$ cat src/rtl/axi_master_pkg.sv
`default_nettype none
// ============================================================================
// Module   : axi_master_pkg
// Brief    : AXI4 burst/response encodings and the burst master state set.
// Revision : 1.0 - initial release
// ============================================================================
package axi_master_pkg;

    localparam logic [1:0] c_BURST_FIXED = 2'b00;
    localparam logic [1:0] c_BURST_INCR  = 2'b01;
    localparam logic [1:0] c_BURST_WRAP  = 2'b10;

    localparam logic [1:0] c_RESP_OKAY   = 2'b00;
    localparam logic [1:0] c_RESP_EXOKAY = 2'b01;
    localparam logic [1:0] c_RESP_SLVERR = 2'b10;
    localparam logic [1:0] c_RESP_DECERR = 2'b11;

    typedef enum logic [2:0] {
        ST_IDLE  = 3'd0,
        ST_AW    = 3'd1,
        ST_WDATA = 3'd2,
        ST_WRESP = 3'd3,
        ST_AR    = 3'd4,
        ST_RDATA = 3'd5,
        ST_DONE  = 3'd6
    } state_t;

endpackage
`default_nettype wire

$ cat src/rtl/axi_burst_master.sv
`default_nettype none
// ============================================================================
// Module   : axi_burst_master
// Brief    : Single-outstanding AXI4 initiator issuing one INCR burst per command.
// Revision : 1.0 - initial release
// ============================================================================
module axi_burst_master #(
    parameter int G_DATAWIDTH = 32,
    parameter int G_ID_WIDTH  = 4,
    parameter int G_ADDRWIDTH = 32
) (
    input  logic                       s_aclk,
    input  logic                       s_aresetn,
    input  logic                       cmd_valid,
    output logic                       cmd_ready,
    input  logic                       cmd_rnw,
    input  logic [G_ADDRWIDTH-1:0]     cmd_addr,
    input  logic [7:0]                 cmd_len,
    input  logic [G_ID_WIDTH-1:0]      cmd_id,
    input  logic [G_DATAWIDTH-1:0]     wr_data,
    input  logic                       wr_valid,
    output logic                       wr_ready,
    output logic [G_DATAWIDTH-1:0]     rd_data,
    output logic                       rd_valid,
    output logic                       rd_last,
    input  logic                       rd_ready,
    output logic                       done,
    output logic                       done_err,
    output logic [G_ID_WIDTH-1:0]      m_axi_awid,
    output logic [G_ADDRWIDTH-1:0]     m_axi_awaddr,
    output logic [7:0]                 m_axi_awlen,
    output logic [2:0]                 m_axi_awsize,
    output logic [1:0]                 m_axi_awburst,
    output logic                       m_axi_awvalid,
    input  logic                       m_axi_awready,
    output logic [G_DATAWIDTH-1:0]     m_axi_wdata,
    output logic [G_DATAWIDTH/8-1:0]   m_axi_wstrb,
    output logic                       m_axi_wlast,
    output logic                       m_axi_wvalid,
    input  logic                       m_axi_wready,
    input  logic [G_ID_WIDTH-1:0]      m_axi_bid,
    input  logic [1:0]                 m_axi_bresp,
    input  logic                       m_axi_bvalid,
    output logic                       m_axi_bready,
    output logic [G_ID_WIDTH-1:0]      m_axi_arid,
    output logic [G_ADDRWIDTH-1:0]     m_axi_araddr,
    output logic [7:0]                 m_axi_arlen,
    output logic [2:0]                 m_axi_arsize,
    output logic [1:0]                 m_axi_arburst,
    output logic                       m_axi_arvalid,
    input  logic                       m_axi_arready,
    input  logic [G_ID_WIDTH-1:0]      m_axi_rid,
    input  logic [G_DATAWIDTH-1:0]     m_axi_rdata,
    input  logic [1:0]                 m_axi_rresp,
    input  logic                       m_axi_rlast,
    input  logic                       m_axi_rvalid,
    output logic                       m_axi_rready
);
    import axi_master_pkg::*;

    localparam logic [2:0] c_SIZE = 3'($clog2(G_DATAWIDTH / 8));

    state_t                   r_state;
    logic [G_ADDRWIDTH-1:0]   r_addr;
    logic [7:0]               r_len;
    logic [G_ID_WIDTH-1:0]    r_id;
    logic [8:0]               r_cnt;
    logic                     r_err;
    logic                     r_cmd_ready;
    logic                     r_awvalid;
    logic                     r_arvalid;
    logic                     r_bready;
    logic                     r_done;
    logic                     r_done_err;

    logic w_in_wdata;
    logic w_in_rdata;
    logic w_at_last;
    logic w_wbeat;
    logic w_rbeat;
    logic w_rd_beat_err;
    logic w_unused;

    assign w_in_wdata = (r_state == ST_WDATA);
    assign w_in_rdata = (r_state == ST_RDATA);
    assign w_at_last  = (r_cnt == {1'b0, r_len});
    assign w_wbeat    = w_in_wdata && wr_valid && m_axi_wready;
    assign w_rbeat    = w_in_rdata && m_axi_rvalid && rd_ready;
    // A read beat is in error on SLVERR/DECERR, on rlast before the last
    // expected beat, or on the expected last beat arriving without rlast.
    assign w_rd_beat_err = m_axi_rresp[1]
                         | (m_axi_rlast && !w_at_last)
                         | (!m_axi_rlast && w_at_last);

    assign w_unused = ^{m_axi_bid, m_axi_rid, m_axi_bresp[0], m_axi_rresp[0]};

    assign cmd_ready     = r_cmd_ready;
    assign done          = r_done;
    assign done_err      = r_done_err;

    assign m_axi_awid    = r_id;
    assign m_axi_awaddr  = r_addr;
    assign m_axi_awlen   = r_len;
    assign m_axi_awsize  = c_SIZE;
    assign m_axi_awburst = c_BURST_INCR;
    assign m_axi_awvalid = r_awvalid;

    assign m_axi_arid    = r_id;
    assign m_axi_araddr  = r_addr;
    assign m_axi_arlen   = r_len;
    assign m_axi_arsize  = c_SIZE;
    assign m_axi_arburst = c_BURST_INCR;
    assign m_axi_arvalid = r_arvalid;

    assign m_axi_bready  = r_bready;

    assign m_axi_wvalid  = w_in_wdata && wr_valid;
    assign wr_ready      = w_in_wdata && m_axi_wready;
    assign m_axi_wdata   = w_in_wdata ? wr_data : '0;
    assign m_axi_wstrb   = '1;
    assign m_axi_wlast   = w_in_wdata && w_at_last;

    assign m_axi_rready  = w_in_rdata && rd_ready;
    assign rd_valid      = w_in_rdata && m_axi_rvalid;
    assign rd_last       = w_in_rdata && m_axi_rlast;
    assign rd_data       = w_in_rdata ? m_axi_rdata : '0;

    always_ff @(posedge s_aclk or negedge s_aresetn) begin
        if (!s_aresetn) begin
            r_state     <= ST_IDLE;
            r_addr      <= '0;
            r_len       <= '0;
            r_id        <= '0;
            r_cnt       <= '0;
            r_err       <= 1'b0;
            r_cmd_ready <= 1'b0;
            r_awvalid   <= 1'b0;
            r_arvalid   <= 1'b0;
            r_bready    <= 1'b0;
            r_done      <= 1'b0;
            r_done_err  <= 1'b0;
        end else begin
            r_done     <= 1'b0;
            r_done_err <= 1'b0;
            case (r_state)
                ST_IDLE: begin
                    r_cmd_ready <= 1'b1;
                    if (cmd_valid && r_cmd_ready) begin
                        r_addr      <= cmd_addr;
                        r_len       <= cmd_len;
                        r_id        <= cmd_id;
                        r_cnt       <= '0;
                        r_err       <= 1'b0;
                        r_cmd_ready <= 1'b0;
                        if (cmd_rnw) begin
                            r_arvalid <= 1'b1;
                            r_state   <= ST_AR;
                        end else begin
                            r_awvalid <= 1'b1;
                            r_state   <= ST_AW;
                        end
                    end
                end
                ST_AW: begin
                    if (m_axi_awready) begin
                        r_awvalid <= 1'b0;
                        r_state   <= ST_WDATA;
                    end
                end
                ST_WDATA: begin
                    if (w_wbeat) begin
                        r_cnt <= r_cnt + 9'd1;
                        if (w_at_last) begin
                            r_bready <= 1'b1;
                            r_state  <= ST_WRESP;
                        end
                    end
                end
                ST_WRESP: begin
                    if (m_axi_bvalid) begin
                        r_bready   <= 1'b0;
                        r_err      <= r_err | m_axi_bresp[1];
                        r_done     <= 1'b1;
                        r_done_err <= r_err | m_axi_bresp[1];
                        r_state    <= ST_DONE;
                    end
                end
                ST_AR: begin
                    if (m_axi_arready) begin
                        r_arvalid <= 1'b0;
                        r_state   <= ST_RDATA;
                    end
                end
                ST_RDATA: begin
                    if (w_rbeat) begin
                        r_cnt <= r_cnt + 9'd1;
                        r_err <= r_err | w_rd_beat_err;
                        if (m_axi_rlast) begin
                            r_done     <= 1'b1;
                            r_done_err <= r_err | w_rd_beat_err;
                            r_state    <= ST_DONE;
                        end
                    end
                end
                ST_DONE: begin
                    r_err       <= 1'b0;
                    r_cmd_ready <= 1'b1;
                    r_state     <= ST_IDLE;
                end
                default: r_state <= ST_IDLE;
            endcase
        end
    end

endmodule
`default_nettype wire
$ cat config.mk
export PLATFORM = sky130hd
export DESIGN_NAME = axi_burst_master
export DESIGN_NICKNAME = d
export VERILOG_FILES = /design/src/rtl/axi_master_pkg.sv /design/src/rtl/axi_burst_master.sv
export SDC_FILE = /design/constraint.sdc
export NUM_CORES = 1
export LEC_CHECK = 0
export CAP_MARGIN = 20
export CORE_MARGIN = 2
export CORE_UTILIZATION = 23
export CTS_BUF_LIST = sky130_fd_sc_hd__clkbuf_4 sky130_fd_sc_hd__clkbuf_8
export CTS_CLUSTER_SIZE = 12
export DETAILED_ROUTE_END_ITERATION = 10
export PLACE_DENSITY_LB_ADDON = 0.15
export SKIP_CTS_REPAIR_TIMING = 1
export SLEW_MARGIN = 20
export SYNTH_ARGS = -nofsm -noshare
export SYNTH_HDL_FRONTEND = slang
export SYNTH_SLANG_ARGS = --single-unit
$ cat constraint.sdc
create_clock -name s_aclk -period 1.65 [get_ports s_aclk]
set_input_delay 0.2475 -clock s_aclk [delete_from_list [all_inputs] [get_ports s_aclk]]
set_output_delay 0.2475 -clock s_aclk [all_outputs]
set_load 0.01 [all_outputs]
==> results.yml, run 1 <==
worst_setup_path:
  worstRegToRegCells: 9
  endpoint_kind: "output pin"
  required_ps: 1400
  cp_cell_sequence: "xnor2_1, nand4_1, or4_4, nor2b_2, buf_2"
  slowest_stage: "or4_4"
  cp_max_fo: 4
  slowest_delay_ps: 520
  worst_setup_path_start_kind: "register"
  r2r-start: "r_state[1]"
  crit_type: "register to output pin"
  startpoint: "m_axi_arlen[3]"
  crit_arrival_ps: 1860
timing:
  finalHoldViolCount: 0
  slew_viol_final: 0
  period_needed_ps: 2110
  fmax_ghz: 0.474
  setup_viol: 125
  fin_skew_ps: 13.6
  whs_ps: 471
  fin_ws_ps: -461
  period_share_pct: 128
  rsz0062_at_grt: "yes"
cts:
  cts-buffers-inserted: 9
  htreeDepth: 3
  cts_tree: "done"
  clockBufferDepth: 2
  clk_pin_slew_ps: 70
  insertion_delay_ps: 340
  cts-root-buf: "clkbuf_8"
  cts_sinks: 63
drt:
  ant_nets: 0
  dr.pass1.iters: 4
  via_per_inst: 4.23
  drt_iter0_markers: 120
  dr_total_vias: 3787
  routedWlPerCell_um: 15.6
  wl_um: 13900
  drc: 0
global_routing:
  grt_pass1_vias: 3580
  antenna_found_initial: 0
  track_usage_pct: 13.4
  grt_pass1_wl_um: 18700
  grt_max_degree: 64
  gr-total-overflow: 0
synth:
  yosysSeqAreaShare_pct: 41.6
  ys.flop_type: "dfrtp_1"
  synth.avg_cell_area_um2: 10.2
  synth_seq_cells: 63
  synth_edf_count: 0
  yosysWarnings: 0
  synth_area_leader_cell: "dfrtp_1"
  yosysTopAreaCellShare_pct: 41.6
  ys_top_cells_by_area: "dfrtp_1, mux2_2, buf_4, and2_1, nand2_1"
  synth_cell_types: 49
  synth_cells: 372
  async_flop_share_pct: 100
  syn_area_um2: 3790
die:
  dieHeight_um: 132
  core_area_um2: 16000
  row_count: 46
  die-area_um2: 17500
  initial_core_util_pct: 23.7
  ios: 310
  dieWidth_um: 132
power:
  max-vdd-ir-drop_mv: 0.508
  power_leakage_nw: 3.46
  p_per_area_nw_per_um2: 1440
cells_and_area:
  antenna_cells: 0
  fin_area_um2: 7650
  final_common_cell: "clkdlybuf4s50_1"
  final_cell_mix: "clkdlybuf4s50_1, buf_6, dfrtp_1, and2_4, mux2_2"
  num-nets-final: 808
  fin_util_pct: 47.8
  drive_gt1_share_pct: 40.4
  area_growth_pct: 102
run_status:
  status: "complete, but fails checks"
  violations: "setup timing"
hold_path:
  min_path_type: "primary input to asynchronous set/reset pin"
placed_design:
  io_buffer_count: 285
  placed_area_um2: 6770
  place_hpwl_um: 9800
  gp_congestion: 0.741
run:
  maxCapViolations: 0
## flip-flops by register name, indices dropped and copies added (netlist names)
| signal | flops |
|---|---|
| m_axi_araddr | 32 |
| m_axi_arlen | 8 |
| cmd_ready | 1 |
| done_err | 1 |
| r_err | 1 |
| done | 1 |
| r_state | 3 |
| m_axi_bready | 1 |
| m_axi_awvalid | 1 |
| m_axi_arvalid | 1 |
| m_axi_arid | 4 |
| r_cnt | 9 |
## synth_stat cells, drive strengths merged (2+ instances only)
master,instances
mux2,44
and2,69
nand2,19
a31oi,3
dfrtp,63
or2,3
nand3b,2
mux2i,2
nand3,10
a21oi,6
nor3,4
conb,2
inv,4
xnor2,8
o211ai,3
nor3b,4
o41ai,2
buf,67
a22o,2
o21ai,12
nand4,2
nor2,13
nor2b,2
clkbuf,9
## final timing paths
| check | end | slack [ps] |
|---|---|---|
| worst min register to register | m_axi_bready | 500 |
| min in group s_aclk | m_axi_bready | 500 |
| worst max-delay path | m_axi_wlast | -460 |
| max in group asynchronous | r_cnt[8] | 890 |
| worst min-delay path | m_axi_araddr[10] | 470 |
| worst max register to register | r_cnt[3] | -290 |
## cell type report
class                      instances  area, µm²
clock buffer                      12        159
clock inverter                     4       28.8
fill                            1519       8350
inverter                           4       15.0
multi-input combinational        242       1910
sequential                        63       1580
tap                              216        270
timing repair buffer             355       3690
## cells by family after synthesis
group | after synthesis | share of synthesized area (%)
other cells | 2 | 0.198
compound gates | 38 | 7.17
flops | 63 | 41.6
simple gates | 133 | 20.2
xor+xnor | 9 | 2.08
mux | 46 | 13.6
buf+inv | 80 | 14.8
fa+ha+maj | 1 | 0.330
## routing by layer
metal,vias to the layer above,track usage (%),share of wire [%]
met3,11,5.07,9.6
met2,209,23.7,52
met4,0,4.18,1.1
met1,1778,15.0,38
met5,-,0,0
li1,1789,-,-
## critical path, delay by kind of cell (launching register included)
| family | cells | cell delay (ps) |
|---|---|---|
| buf+inv | 1 | 140 |
| xor+xnor | 1 | 170 |
| flops | 1 | 420 |
| simple gates | 3 | 800 |
## power breakdown
| part | internal [mW] | switching, mW |
|---|---|---|
| clock | 0.648 | 0.649 |
| sequential | 2.20 | 0.486 |
| combinational | 4.34 | 2.72 |
| total | 7.19 | 3.85 |
## per-stage QoR
stage	TNS (ps)	total power [mW]	setup WS [ps]	cells
after global placement	-27360	9.03	-565	847
after CTS	-41940	10.4	-977	863
after detailed placement	-27920	9.07	-564	847
after global routing	-34420	11.7	-563	896
after floorplan	-5630	5.91	-143	384
final	-25300	11.0	-461	896
Power figures use the tool's default switching activity.
==> run 2: changes to the inputs <==
--- a/config.mk
+++ b/config.mk
@@ -6,12 +6,13 @@
 export NUM_CORES = 1
 export LEC_CHECK = 0
 export CAP_MARGIN = 20
-export CORE_MARGIN = 2
-export CORE_UTILIZATION = 23
+export CORE_AREA = 2 2 121 123
 export CTS_BUF_LIST = sky130_fd_sc_hd__clkbuf_4 sky130_fd_sc_hd__clkbuf_8
 export CTS_CLUSTER_SIZE = 12
 export DETAILED_ROUTE_END_ITERATION = 10
-export PLACE_DENSITY_LB_ADDON = 0.15
+export DIE_AREA = 0 0 123 125
+export MAX_ROUTING_LAYER = met4
+export PLACE_DENSITY = 0.71
 export SKIP_CTS_REPAIR_TIMING = 1
 export SLEW_MARGIN = 20
 export SYNTH_ARGS = -nofsm -noshare
==> run 2 against run 1 <==
Against the previous run:
- the flow still finishes with violations (setup timing)
- sequential share of layout area down 0.76 points
- clock skew down 5.4 ps
- core utilization up 8.1 points
- die area down 12%
- setup slack better by 9.1 ps
- final cell count down 1.6%
- worst hold slack worse by 230 ps
- fmax up 0.43%
- via count up 2.6%
- combinational power up 13%
- flip-flop and latch count unchanged
- first-iteration DRC count down 45%
==> results.yml, run 2 (same netlist as run 1, synthesis figures left out) <==
drt:
  routedWlPerCell_um: 16.2
  dr_total_vias: 3885
  wl_um: 14300
  ant_nets: 0
  via_per_inst: 4.40
  drt_iter0_markers: 66
  drc: 0
  dr.pass1.iters: 4
global_routing:
  grt_pass1_wl_um: 18000
  gr-total-overflow: 0
  grt_pass1_vias: 3559
  track_usage_pct: 15.3
  antenna_found_initial: 0
  grt_max_degree: 41
worst_setup_path:
  slowest_stage: "or4_4"
  path_buf_inv: 1
  slowest_delay_ps: 530
  crit_type: "register to output pin"
  cp_top_family: "simple AND/OR/NAND/NOR gates"
  cp_max_fo: 2
  crit_arrival_ps: 1850
  worst_setup_path_start_kind: "register"
  cp_cell_sequence: "xnor2_1, nand4_1, or4_4, nor2b_2, clkbuf_2"
  required_ps: 1400
  endpoint_kind: "output pin"
hold_path:
  min_path_type: "primary input to asynchronous set/reset pin"
die:
  ios: 310
  dieHeight_um: 125
  initial_core_util_pct: 26.7
  dieWidth_um: 123
  die-area_um2: 15400
  row_count: 44
  core_area_um2: 14200
timing:
  slew_viol_final: 0
  fin_ws_ps: -452
  whs_ps: 243
  rsz0062_at_grt: "yes"
  period_needed_ps: 2100
  period_share_pct: 127
  finalHoldViolCount: 0
  fmax_ghz: 0.476
  setup_viol: 129
  fin_skew_ps: 8.12
cells_and_area:
  area_growth_pct: 110
  drive_gt1_share_pct: 41.1
  final_cell_mix: "clkdlybuf4s50_1, buf_6, dfrtp_1, buf_4"
  fill_cells: 1205
  num-nets-final: 826
  antenna_cells: 0
  multi_input_area_um2: 2070
  final_common_cell: "clkdlybuf4s50_1"
  area.sequential_um2: 1580
  largest_reg_flops: 32
run:
  maxCapViolations: 0
placed_design:
  io_buffer_count: 285
  place_hpwl_um: 9370
  gp_congestion: 0.771
cts:
  insertion_delay_ps: 350
  clk_pin_slew_ps: 70
  cts-root-buf: "clkbuf_8"
  cts-buffers-inserted: 9
  clockBufferDepth: 2
  cts_tree: "done"
  htreeDepth: 3
  cts_sinks: 63
power:
  internal_power_mw: 8.16
  combinationalPowerShare_pct: 65.1
  swShare_pct: 33.7
  p_per_area_nw_per_um2: 1550
  power_leakage_nw: 3.75
  p_clk_share_pct: 12.6
  seqPwrFrac_pct: 22.3
  finalPower_mw: 12.3
  max-vdd-ir-drop_mv: 0.531
  switching_power_mw: 4.14
run_status:
  violations: "setup timing"
  status: "complete, but fails checks"
==> run 2: area by class of cell <==
class / count / share of cell area (%)
inverters: 4 / 0.189
well taps: 184 / 2.90
clock buffers: 10 / 1.73
multi-input cells: 242 / 26.0
flip-flops and latches: 63 / 19.9
clock inverters: 6 / 1.17
repair buffers: 373 / 48.1
==> run 2: path summary, 6_finish.rpt <==
| kind | startpoint | slack (ps) | to | cells past startpoint |
|---|---|---|---|---|
| max | m_axi_arlen[0] | -450 | m_axi_wlast | 5 |
| min | s_aresetn | 240 | m_axi_araddr[14] | 2 |
| max in group asynchronous | s_aresetn | 780 | m_axi_araddr[28] | 3 |
| min in group s_aclk | m_axi_awready | 510 | m_axi_awvalid | 2 |
| max reg2reg | r_state[1] | -310 | r_cnt[5] | 11 |
| min reg2reg | m_axi_bready | 520 | m_axi_bready | 1 |
==> run 2: worst reg2reg max path: stages (launching register included) <==
cell and delay [ps]:
dfrtp_1 390, buf_6 130, nor3b_4 150, buf_12 130, clkbuf_16 150, buf_6 110
a22oi_4 210, buf_6 170, o21ai_4 80, buf_4 140, o21ai_2 110, o41ai_2 80
==> run 2: metal layers <==
layer | GRT usage [%] | vias to the layer above | routed length (µm)
met5 | - | - | 0
met4 | 2.74 | 0 | 104
met3 | 5.11 | 8 | 1050
met2 | 26.6 | 189 | 7410
met1 | 17.3 | 1868 | 5710
li1 | - | 1820 | -
==> run 2: power groups by stage <==
stage / registers, mW / clock network [mW] / logic [mW]
after floorplan: 3.00 / 0 / 2.91
after global placement: 2.69 / 0 / 6.27
after detailed placement: 2.76 / 0 / 6.34
after CTS: 2.73 / 1.60 / 6.37
after global routing: 2.82 / 1.67 / 8.53
final: 2.74 / 1.55 / 8.00
==> run 2: stage by stage <==
step	std cells	worst slack [ps]	area (µm²)	utilization (%)	TNS, ps
6_report	882	-452	7950	55.9	-22180
5_1_grt	882	-561	7950	55.9	-29850
4_1_cts	834	-1010	6960	49.0	-44360
3_5_place_dp	818	-596	6730	47.4	-31330
3_3_place_gp	818	-541	6730	47.4	-29080
2_1_floorplan	384	-143	3850	-	-5630
==> run 3: changes to the inputs <==
--- a/config.mk
+++ b/config.mk
@@ -5,6 +5,7 @@
 export SDC_FILE = /design/constraint.sdc
 export NUM_CORES = 1
 export LEC_CHECK = 0
+export ABC_AREA = 1
 export CAP_MARGIN = 20
 export CORE_AREA = 2 2 121 123
 export CTS_BUF_LIST = sky130_fd_sc_hd__clkbuf_4 sky130_fd_sc_hd__clkbuf_8
@@ -12,7 +13,7 @@
 export DETAILED_ROUTE_END_ITERATION = 10
 export DIE_AREA = 0 0 123 125
 export MAX_ROUTING_LAYER = met4
-export PLACE_DENSITY = 0.71
+export PLACE_DENSITY = 0.7
 export SKIP_CTS_REPAIR_TIMING = 1
 export SLEW_MARGIN = 20
 export SYNTH_ARGS = -nofsm -noshare
==> constraint.sdc (replaced) <==
create_clock -name s_aclk -period 2.2 [get_ports s_aclk]
set_input_delay 0.33 -clock s_aclk [delete_from_list [all_inputs] [get_ports s_aclk]]
set_output_delay 0.33 -clock s_aclk [all_outputs]
set_load 0.01 [all_outputs]
==> run 3 against run 2 <==
Against the previous run:
- the flow finishes with violations (hold timing)
- register-to-register slack improved by 770 ps
- sequential power fell by 24%
- synthesized cell count grew 55%
- die area is the same
- largest cell class unchanged
==> results.yml, run 3 <==
synth:
  yosysWarnings: 0
  synth_xor_area_share_pct: 0.892
  synth_fa_ha_area_share_pct: 0.319
  ys_top_cells_by_area: "dfrtp_1, nand2_1, buf_4, inv_1, nor2_1"
  synth_cell_types: 30
  synth_compound_area_share_pct: 4.94
  synth_cells: 576
  yosysSeqAreaShare_pct: 40.2
  synthMuxAreaShare_pct: 0
  synth_top_family_by_area: "simple AND/OR/NAND/NOR gates"
  synth_seq_cells: 63
  synth_edf_count: 0
  synthTopCellsByCount: "nand2_1, inv_1, nor2_1"
  yosysTopAreaCellShare_pct: 40.2
  async_flop_share_pct: 100
  synth_area_leader_cell: "dfrtp_1"
  synthSimpleGateAreaFrac_pct: 29.9
  synth.avg_cell_area_um2: 6.82
  yosys.cell_count.top_type: "nand2_1"
  ys.flop_type: "dfrtp_1"
  syn_area_um2: 3930
run:
  maxCapViolations: 0
drt:
  drc: 0
  dr.pass1.iters: 4
  via_per_inst: 4.03
  drt_iter0_markers: 239
  dr_total_vias: 4057
  wl_um: 12700
  ant_nets: 0
  routedWlPerCell_um: 12.7
die:
  ios: 310
  dieWidth_um: 123
  row_count: 44
  dieHeight_um: 125
  core_area_um2: 14200
  die-area_um2: 15400
  initial_core_util_pct: 27.6
global_routing:
  grt_pass1_wl_um: 19400
  grt_pass1_vias: 3736
  grt_max_degree: 64
  track_usage_pct: 16.6
  gr-total-overflow: 0
  antenna_found_initial: 0
cells_and_area:
  largest_reg_flops: 32
  antenna_cells: 0
  fin_area_um2: 7000
  layout.cells.non_filler: 1006
  fin_util_pct: 49.3
  fill_cells: 1362
  num-nets-final: 950
  final_common_cell: "clkdlybuf4s50_1"
  area_growth_pct: 78.2
  final_cell_mix: "clkdlybuf4s50_1, nand2_1, inv_1, nor2_1, dlymetal6s2s_1"
  drive_gt1_share_pct: 5.47
cts:
  cts-buffers-inserted: 9
  cts_sinks: 63
  clockBufferDepth: 2
  insertion_delay_ps: 340
  clk_pin_slew_ps: 70
  htreeDepth: 3
  cts-root-buf: "clkbuf_8"
  cts_tree: "done"
worst_setup_path:
  worst_setup_path_start_kind: "register"
  crit_arrival_ps: 1610
  crit_top_cell: "nor2_1"
  required_ps: 1870
  slowest_delay_ps: 400
  endpoint_kind: "output pin"
  cp_cell_sequence: "inv_1, a21oi_1, nand2_1, nor2_1, nand3_2, nor2_1, dlymetal6s2s_1"
  cp_max_fo: 4
  crit_type: "register to output pin"
  slowest_stage: "dfrtp_1"
  worstRegToRegCells: 9
placed_design:
  place_inst: 988
  io_buffer_count: 285
  pre_cts_ws_ps: 172
  placed_area_um2: 6630
  place_hpwl_um: 9880
  gp_congestion: 0.787
timing:
  rsz0062_at_grt: "no"
  worstMarginPinSlew_ps: 697
  period_needed_ps: 1940
  fin_ws_ps: 255
  setup_viol: 0
  slew_viol_final: 0
  fmax_ghz: 0.514
  relSlewSlack_pct: 53.5
  whs_ps: -7.11
  period_share_pct: 88.4
  fin_skew_ps: 11.1
  finalHoldViolCount: 3
hold_path:
  min_path_type: "primary input to asynchronous set/reset pin"
power:
  power_leakage_nw: 4.58
  p_per_area_nw_per_um2: 1070
  max-vdd-ir-drop_mv: 0.441
  finalPower_mw: 7.49
run_status:
  status: "complete, but fails checks"
  violations: "hold timing"
run 3: where the power goes:
part / switching (mW) / internal (mW) / leakage, nW
Clock: 0.447 / 0.441 / 0.0904
Sequential: 0.439 / 1.66 / 0.798
Combinational: 2.14 / 2.37 / 3.69
Total: 3.02 / 4.47 / 4.58
run 3: worst paths after layout:
check | from | to | slack, ps
min reg2reg | m_axi_arvalid | m_axi_arvalid | 500
min in group s_aclk | m_axi_arvalid | m_axi_arvalid | 500
max | m_axi_arlen[7] | m_axi_wlast | 260
max reg2reg | r_state[0] | r_state[0] | 460
min | s_aresetn | m_axi_araddr[26] | -7
max in group asynchronous | s_aresetn | m_axi_araddr[9] | 1930
run 3: area by class of cell:
cell class	instances	area, µm²	share of cell area (%)
clock buffer	12	146	2.09
clock inverter	4	22.5	0.322
inverter	106	400	5.72
multi-input combinational	343	1480	21.1
sequential	63	1580	22.5
tap	184	230	3.29
timing repair buffer	294	3140	44.9
run 3: per-stage QoR:
stage          setup TNS (ps)  hold WS, ps
4_1_cts                 -4730        -17.4
6_report                    0        -7.11
5_1_grt                     0         13.3
3_3_place_gp                0          373
3_5_place_dp                0          372
2_1_floorplan               0         34.4
run 3: logic make-up (layout without fill, tap and decap cells):
| logic type | count (synthesis) | count (layout) |
|---|---|---|
| compound gates | 33 | 33 |
| xor+xnor | 4 | 4 |
| fa+ha+maj | 1 | 1 |
| buf+inv | 182 | 416 |
| flops | 63 | 63 |
| other cells | 2 | 14 |
| simple gates | 291 | 291 |
run 3: layer usage:
layer	routed length [µm]	vias up	track usage [%]
met5	0	-	-
met4	199	0	4.61
met3	651	13	3.47
met2	6480	127	27.1
met1	5410	1811	20.7
li1	-	2106	-
run 3: critical path: cells and delay by family (launching register included):
kind / cells / cell delay (ps)
compound gates: 1 / 160
flops: 1 / 400
simple gates: 4 / 470
buf+inv: 2 / 240
